<file path="src/rtl/fetch_pkg.sv">
// Shared types and constants for the instruction fetch unit.
package fetch_pkg;

    typedef enum logic [1:0] {
        IDLE = 2'd0,
        REQ  = 2'd1,
        WAIT = 2'd2,
        HOLD = 2'd3
    } fetch_state_t;

    localparam logic [31:0] NOP_INSTR  = 32'h0000_0013;
    localparam logic [6:0]  OPC_JAL    = 7'b1101111;
    localparam logic [6:0]  OPC_BRANCH = 7'b1100011;

endpackage

</file>
<file path="src/rtl/fetch_branch_predecode.sv">
// Static backward-taken / forward-not-taken predecode of a fetched instruction.
// Only built when BTFN_PREDICT_EN is defined; returns {taken, next_pc}.
`ifdef BTFN_PREDICT_EN
module branch_predecode
    import fetch_pkg::*;
#(
    parameter int WIDTH = 32
) (
    input  logic [WIDTH-1:0] i_pc,
    input  logic [31:0]      i_instr,
    output logic [WIDTH:0]   o_pred
);

    logic [WIDTH-1:0] w_imm_j;
    logic [WIDTH-1:0] w_imm_b;
    logic             w_is_jal;
    logic             w_is_bwd;

    // Extract J/B immediates and pick the predicted next fetch address.
    always_comb begin
        w_imm_j  = {{(WIDTH-20){i_instr[31]}}, i_instr[19:12], i_instr[20], i_instr[30:21], 1'b0};
        w_imm_b  = {{(WIDTH-12){i_instr[31]}}, i_instr[7], i_instr[30:25], i_instr[11:8], 1'b0};
        w_is_jal = (i_instr[6:0] == OPC_JAL);
        // Sign bit of the B immediate is instr[31]: set means a backward branch.
        w_is_bwd = (i_instr[6:0] == OPC_BRANCH) && i_instr[31];
        if (w_is_jal) begin
            o_pred = {1'b1, i_pc + w_imm_j};
        end else if (w_is_bwd) begin
            o_pred = {1'b1, i_pc + w_imm_b};
        end else begin
            o_pred = {1'b0, i_pc + WIDTH'(4)};
        end
    end

endmodule
`endif

</file>
<file path="src/rtl/fetch_unit.sv">
// Instruction fetch unit: owns the PC, issues one outstanding request at a time to
// instruction memory and presents the fetched instruction to the IF/ID register.
// Handshake: a request is held (imem_req/imem_addr stable) until imem_gnt is seen
// high on a rising edge; exactly one imem_rvalid follows each grant, at any later cycle.
// Optional static prediction is enabled with the BTFN_PREDICT_EN macro.
module fetch_unit
    import fetch_pkg::*;
#(
    parameter int               WIDTH    = 32,
    parameter logic [WIDTH-1:0] RESET_PC = '0
) (
    input  logic             clk,
    input  logic             rst,
    input  logic             stall_F,
    input  logic             redirect_E,
    input  logic [WIDTH-1:0] PCTarget_E,
    output logic             imem_req,
    output logic [WIDTH-1:0] imem_addr,
    input  logic             imem_gnt,
    input  logic             imem_rvalid,
    input  logic [WIDTH-1:0] imem_rdata,
    output logic [WIDTH-1:0] instr_F,
    output logic [WIDTH-1:0] PC_F,
    output logic [WIDTH-1:0] PCP4_F,
    output logic             valid_F,
`ifdef BTFN_PREDICT_EN
    output logic             pred_taken_F,
`endif
    output fetch_state_t     o_dbg_state
);

    fetch_state_t     r_state;
    fetch_state_t     w_state_nxt;
    logic [WIDTH-1:0] r_pc;
    logic [WIDTH-1:0] w_pc_nxt;
    logic             r_kill;
    logic             w_kill_nxt;
    logic             w_accept;
    logic [WIDTH-1:0] w_target;
    logic [WIDTH-1:0] w_pc_plus4;
    logic [WIDTH-1:0] w_next_pc;
    logic [WIDTH-1:0] r_instr;
    logic [WIDTH-1:0] r_pc_f;
    logic [WIDTH-1:0] r_pcp4_f;
    logic             r_valid;

    // Redirect targets are word aligned: the two low bits are dropped.
    assign w_target   = PCTarget_E & ~WIDTH'(3);
    assign w_pc_plus4 = r_pc + WIDTH'(4);
    assign imem_addr  = r_pc;

`ifdef BTFN_PREDICT_EN
    logic [WIDTH:0] w_pred;
    logic           r_pred;

    branch_predecode #(.WIDTH(WIDTH)) u_predecode (
        .i_pc    (r_pc),
        .i_instr (imem_rdata[31:0]),
        .o_pred  (w_pred)
    );
    assign w_next_pc    = w_pred[WIDTH-1:0];
    assign pred_taken_F = r_pred;
`else
    assign w_next_pc = w_pc_plus4;
`endif

    // Next-state, PC and kill-flag logic; redirect outranks stall and responses.
    always_comb begin
        w_state_nxt = r_state;
        w_pc_nxt    = r_pc;
        w_kill_nxt  = r_kill;
        w_accept    = 1'b0;
        imem_req    = 1'b0;
        case (r_state)
            IDLE: begin
                w_state_nxt = REQ;
                if (redirect_E) w_pc_nxt = w_target;
            end
            REQ: begin
                imem_req = 1'b1;
                if (redirect_E) begin
                    w_pc_nxt = w_target;
                    // Granted in the same cycle: the address already left, so kill its reply.
                    if (imem_gnt) begin
                        w_kill_nxt  = 1'b1;
                        w_state_nxt = WAIT;
                    end
                end else if (imem_gnt) begin
                    w_state_nxt = WAIT;
                end
            end
            WAIT: begin
                if (redirect_E) begin
                    w_pc_nxt = w_target;
                    if (imem_rvalid) begin
                        w_kill_nxt  = 1'b0;
                        w_state_nxt = REQ;
                    end else begin
                        w_kill_nxt  = 1'b1;
                    end
                end else if (imem_rvalid) begin
                    if (r_kill) begin
                        w_kill_nxt  = 1'b0;
                        w_state_nxt = REQ;
                    end else begin
                        w_accept    = 1'b1;
                        w_pc_nxt    = w_next_pc;
                        w_state_nxt = stall_F ? HOLD : REQ;
                    end
                end
            end
            HOLD: begin
                if (redirect_E) begin
                    w_pc_nxt    = w_target;
                    w_state_nxt = REQ;
                end else if (!stall_F) begin
                    w_state_nxt = REQ;
                end
            end
            default: w_state_nxt = IDLE;
        endcase
    end

    // FSM state, PC and kill flag registers.
    always_ff @(posedge clk or posedge rst) begin
        if (rst) begin
            r_state <= IDLE;
            r_pc    <= RESET_PC;
            r_kill  <= 1'b0;
        end else begin
            r_state <= w_state_nxt;
            r_pc    <= w_pc_nxt;
            r_kill  <= w_kill_nxt;
        end
    end

    // IF/ID-facing outputs: load on accepted data, hold under stall, bubble otherwise.
    always_ff @(posedge clk or posedge rst) begin
        if (rst) begin
            r_valid  <= 1'b0;
            r_instr  <= WIDTH'(NOP_INSTR);
            r_pc_f   <= '0;
            r_pcp4_f <= '0;
`ifdef BTFN_PREDICT_EN
            r_pred   <= 1'b0;
`endif
        end else if (redirect_E) begin
            r_valid  <= 1'b0;
        end else if (w_accept) begin
            r_valid  <= 1'b1;
            r_instr  <= imem_rdata;
            r_pc_f   <= r_pc;
            r_pcp4_f <= w_pc_plus4;
`ifdef BTFN_PREDICT_EN
            r_pred   <= w_pred[WIDTH];
`endif
        end else if (!stall_F) begin
            r_valid  <= 1'b0;
        end
    end

    assign instr_F     = r_instr;
    assign PC_F        = r_pc_f;
    assign PCP4_F      = r_pcp4_f;
    assign valid_F     = r_valid;
    assign o_dbg_state = r_state;

endmodule

</file>
<file path="config.mk">
export PLATFORM = sky130hd
export DESIGN_NAME = fetch_unit
export DESIGN_NICKNAME = d
export VERILOG_FILES = /design/src/rtl/fetch_pkg.sv /design/src/rtl/fetch_branch_predecode.sv /design/src/rtl/fetch_unit.sv
export SDC_FILE = /design/constraint.sdc
export NUM_CORES = 1
export LEC_CHECK = 0
export CORE_MARGIN = 3
export CORE_UTILIZATION = 57
export DETAILED_ROUTE_END_ITERATION = 12
export DONT_BUFFER_PORTS = 1
export PLACE_DENSITY = 0.87
export SKIP_CTS_REPAIR_TIMING = 1
export SLEW_MARGIN = 20
export SYNTH_ARGS = -nofsm -noshare
export SYNTH_HDL_FRONTEND = slang
export SYNTH_HIERARCHICAL = 1
export SYNTH_SLANG_ARGS = --single-unit
</file>
<file path="constraint.sdc">
create_clock -name clk -period 4.5 [get_ports clk]
set_clock_uncertainty 0.2 [all_clocks]
set_input_delay 1.125 -clock clk [delete_from_list [all_inputs] [get_ports clk]]
set_output_delay 1.125 -clock clk [all_outputs]
set_load 0.01 [all_outputs]
</file>
==> results.ini <==
[placement]
dp_hpwl_um = 10300
portBuffers = 0
place_inst = 754
place.gp.congestion = 0.793
preCtsSetupSlack_ns = 1.13

[logic_synthesis]
synthXorXnorAreaFrac_pct = 8.02
ys.flop_type = dfrtp_1
syn_inst = 657
ys_top_cells_by_area = dfrtp_1, nand2_1, xnor2_1, o21ai_0, xor2_1
ys_warn_count = 6
synthMostInstantiatedCell = nand2_1
synth-simple-area-share_pct = 26.2
synth_compound_area_share_pct = 6.50
synth_top_area_share_pct = 52.2
synth-seq-cells = 126
yosysSeqAreaShare_pct = 53.6
avgSynthCellArea_sq_um = 8.97
synth_cell_types = 46
syn_area_sq_um = 5890
synth_top_area_cell = dfrtp_1
synth-edff-count = 0
ys_async_sr_fraction_pct = 100
synthTopCellsByCount = nand2_1, dfrtp_1, o21ai_0
synth-adder-area-share_pct = 0.849
synth_top_family_by_area = simple AND/OR/NAND/NOR gates
muxShareOfSynthArea_pct = 0.170

[global_routing]
grt_use_total_pct = 25.7
grt-ovfl-total = 0
grt_pass1_vias = 4533
antenna_found_initial = 0
grt_max_degree = 73
grt_pass1_wl_um = 22900

[drt]
vias = 4510
dr.pass1.iters = 6
drc_errors = 0
via_per_inst = 5.74
routed_wl_um = 14600
wl_per_cell_um = 18.6
postRouteAntennaNets = 0
drt_iter0_drc = 331

[sta]
layout_setup_ws_ns = 1.38
rsz0062_at_grt = false
setup_viol = 0
timing.hold.ws_ns = 0.288
fmax_mhz = 321
tns_ns = 0
worst_pin_slew_ns = 0.822
post-route-period-util_pct = 69.2
final_hold_viol_count = 0
maxSlewHeadroom_pct = 45.1
drv_slew = 0
period_needed_ns = 3.12

[layout]
fillCellCount = 812
final_cells = 786
nets = 714
num_antenna_cells = 0
drive_gt1_share_pct = 8.42
area_growth_syn_to_layout_pct = 10.8

[clocking]
cts_tree = built
cts.sinks = 126
cts_buffers = 17
ctsRootBufferMaster = clkbuf_8
htreeDepth = 4
clk_path_buf_depth = 2
clk_latency_ns = 0.52
cts.clk_slew.worst_paths_ns = 0.07

[setup_path]
setup.worst_path.start = o_dbg_state[0]
cp.required_ns = 4.70
cp-end-kind = flop
r2r-start = o_dbg_state[0]
criticalPathCategory = flop to flop
arrival_ns = 3.31
path_max_fanout = 28
start_kind = flop

[pwr]
leakage_nw = 3.06
p_per_area_nw_per_um2 = 563
p_total_mw = 3.68
irDropWorstVdd_mv = 0.279

[die]
core_sq_um = 9910
ios = 202
start_util_pct = 59.5
row_count = 36
die_y_um = 108
die_area_sq_um = 11600
die_x_um = 108

[run_status]
status = completed

[run]
cap_violations = 0

[hold_path]
hp-start = instr_F[0]
holdCritPathClass = flop to flop

==> power by group <==
group,internal (mW),switching (mW)
clock,0.852,0.506
sequential,1.46,0.438
combinational,0.177,0.246
total,2.49,1.19
==> stage by stage <==
step,util [%],instance area (sq um)
5_1_grt,65.9,6530
3_5_place_dp,59.8,5930
3_3_place_gp,59.8,5930
2_1_floorplan,-,5920
6_report,65.9,6530
4_1_cts,65.9,6530
==> flip-flops by register name (all words and copies together), names as in the netlist <==
| name | flops |
|---|---|
| PC_F | 30 |
| valid_F | 1 |
| instr_F | 32 |
| r_kill | 1 |
| PCP4_F | 30 |
| imem_addr | 30 |
| o_dbg_state | 2 |
==> metal layers <==
layer | part of all wire, % | global-route usage (%) | vias to the layer above | wire length (um)
li1 | - | - | 2093 | -
met1 | 39 | 30.6 | 2185 | 5710
met2 | 50 | 43.7 | 210 | 7290
met3 | 9.6 | 8.64 | 22 | 1410
met4 | 1.6 | 8.75 | 0 | 236
met5 | 0 | 0 | - | 0
==> cells by family (layout without fill, tap and decap cells) <==
logic type,count (synthesis),count (layout)
AO/OA/AOI/OAI,73,73
XOR/XNOR,54,54
multiplexers,1,1
flip-flops,126,126
other,1,6
AND/OR/NAND/NOR,342,342
buffers and inverters,56,47
adder cells (fa/ha/maj),4,4
==> layout make-up <==
| class | count | area, sq um | share of cell area (%) |
|---|---|---|---|
| clock inverter | 11 | 131 | 2.01 |
| tap | 133 | 166 | 2.55 |
| multi-input combinational | 480 | 2500 | 38.3 |
| clock buffer | 21 | 469 | 7.19 |
| timing repair buffer | 6 | 70.1 | 1.07 |
| sequential | 126 | 3160 | 48.4 |
| inverter | 9 | 37.5 | 0.575 |
==> cells in the final DEF, fill, tap and decap left out, types with 4 or more instances in the layout <==
cell / instances
dfrtp_1: 123
and3_1: 5
nand3_1: 13
o21ai_1: 12
o21ai_0: 52
xor2_1: 16
nor2_1: 13
nand4_1: 11
buf_4: 4
nor3_1: 15
nor4_1: 7
xnor2_1: 38
inv_1: 8
clkinvlp_4: 4
ha_1: 4
conb_1: 6
clkbuf_16: 16
nand2_1: 252
clkbuf_8: 5
==> final timing paths <==
path                                      end  slack [ns]  cells after the start
worst min register to register     instr_F[0]        0.29                      2
min in group asynchronous            PC_F[20]        0.41                      1
max in group asynchronous          instr_F[1]        2.85                      2
worst max-delay path            imem_addr[22]        1.38                      7
worst max register to register  imem_addr[22]        1.38                      7
worst min-delay path               instr_F[0]        0.29                      2
==> worst max-delay path, cell delays in order (launching register included) <==
cell      delay, ns
dfrtp_1        0.47
inv_1          0.09
ha_1           0.27
nand3b_2       0.52
nor2_4         0.85
nand2_1        0.18
nor4_1         0.34
nor3_1         0.08
(Power assumes the default switching activity.)
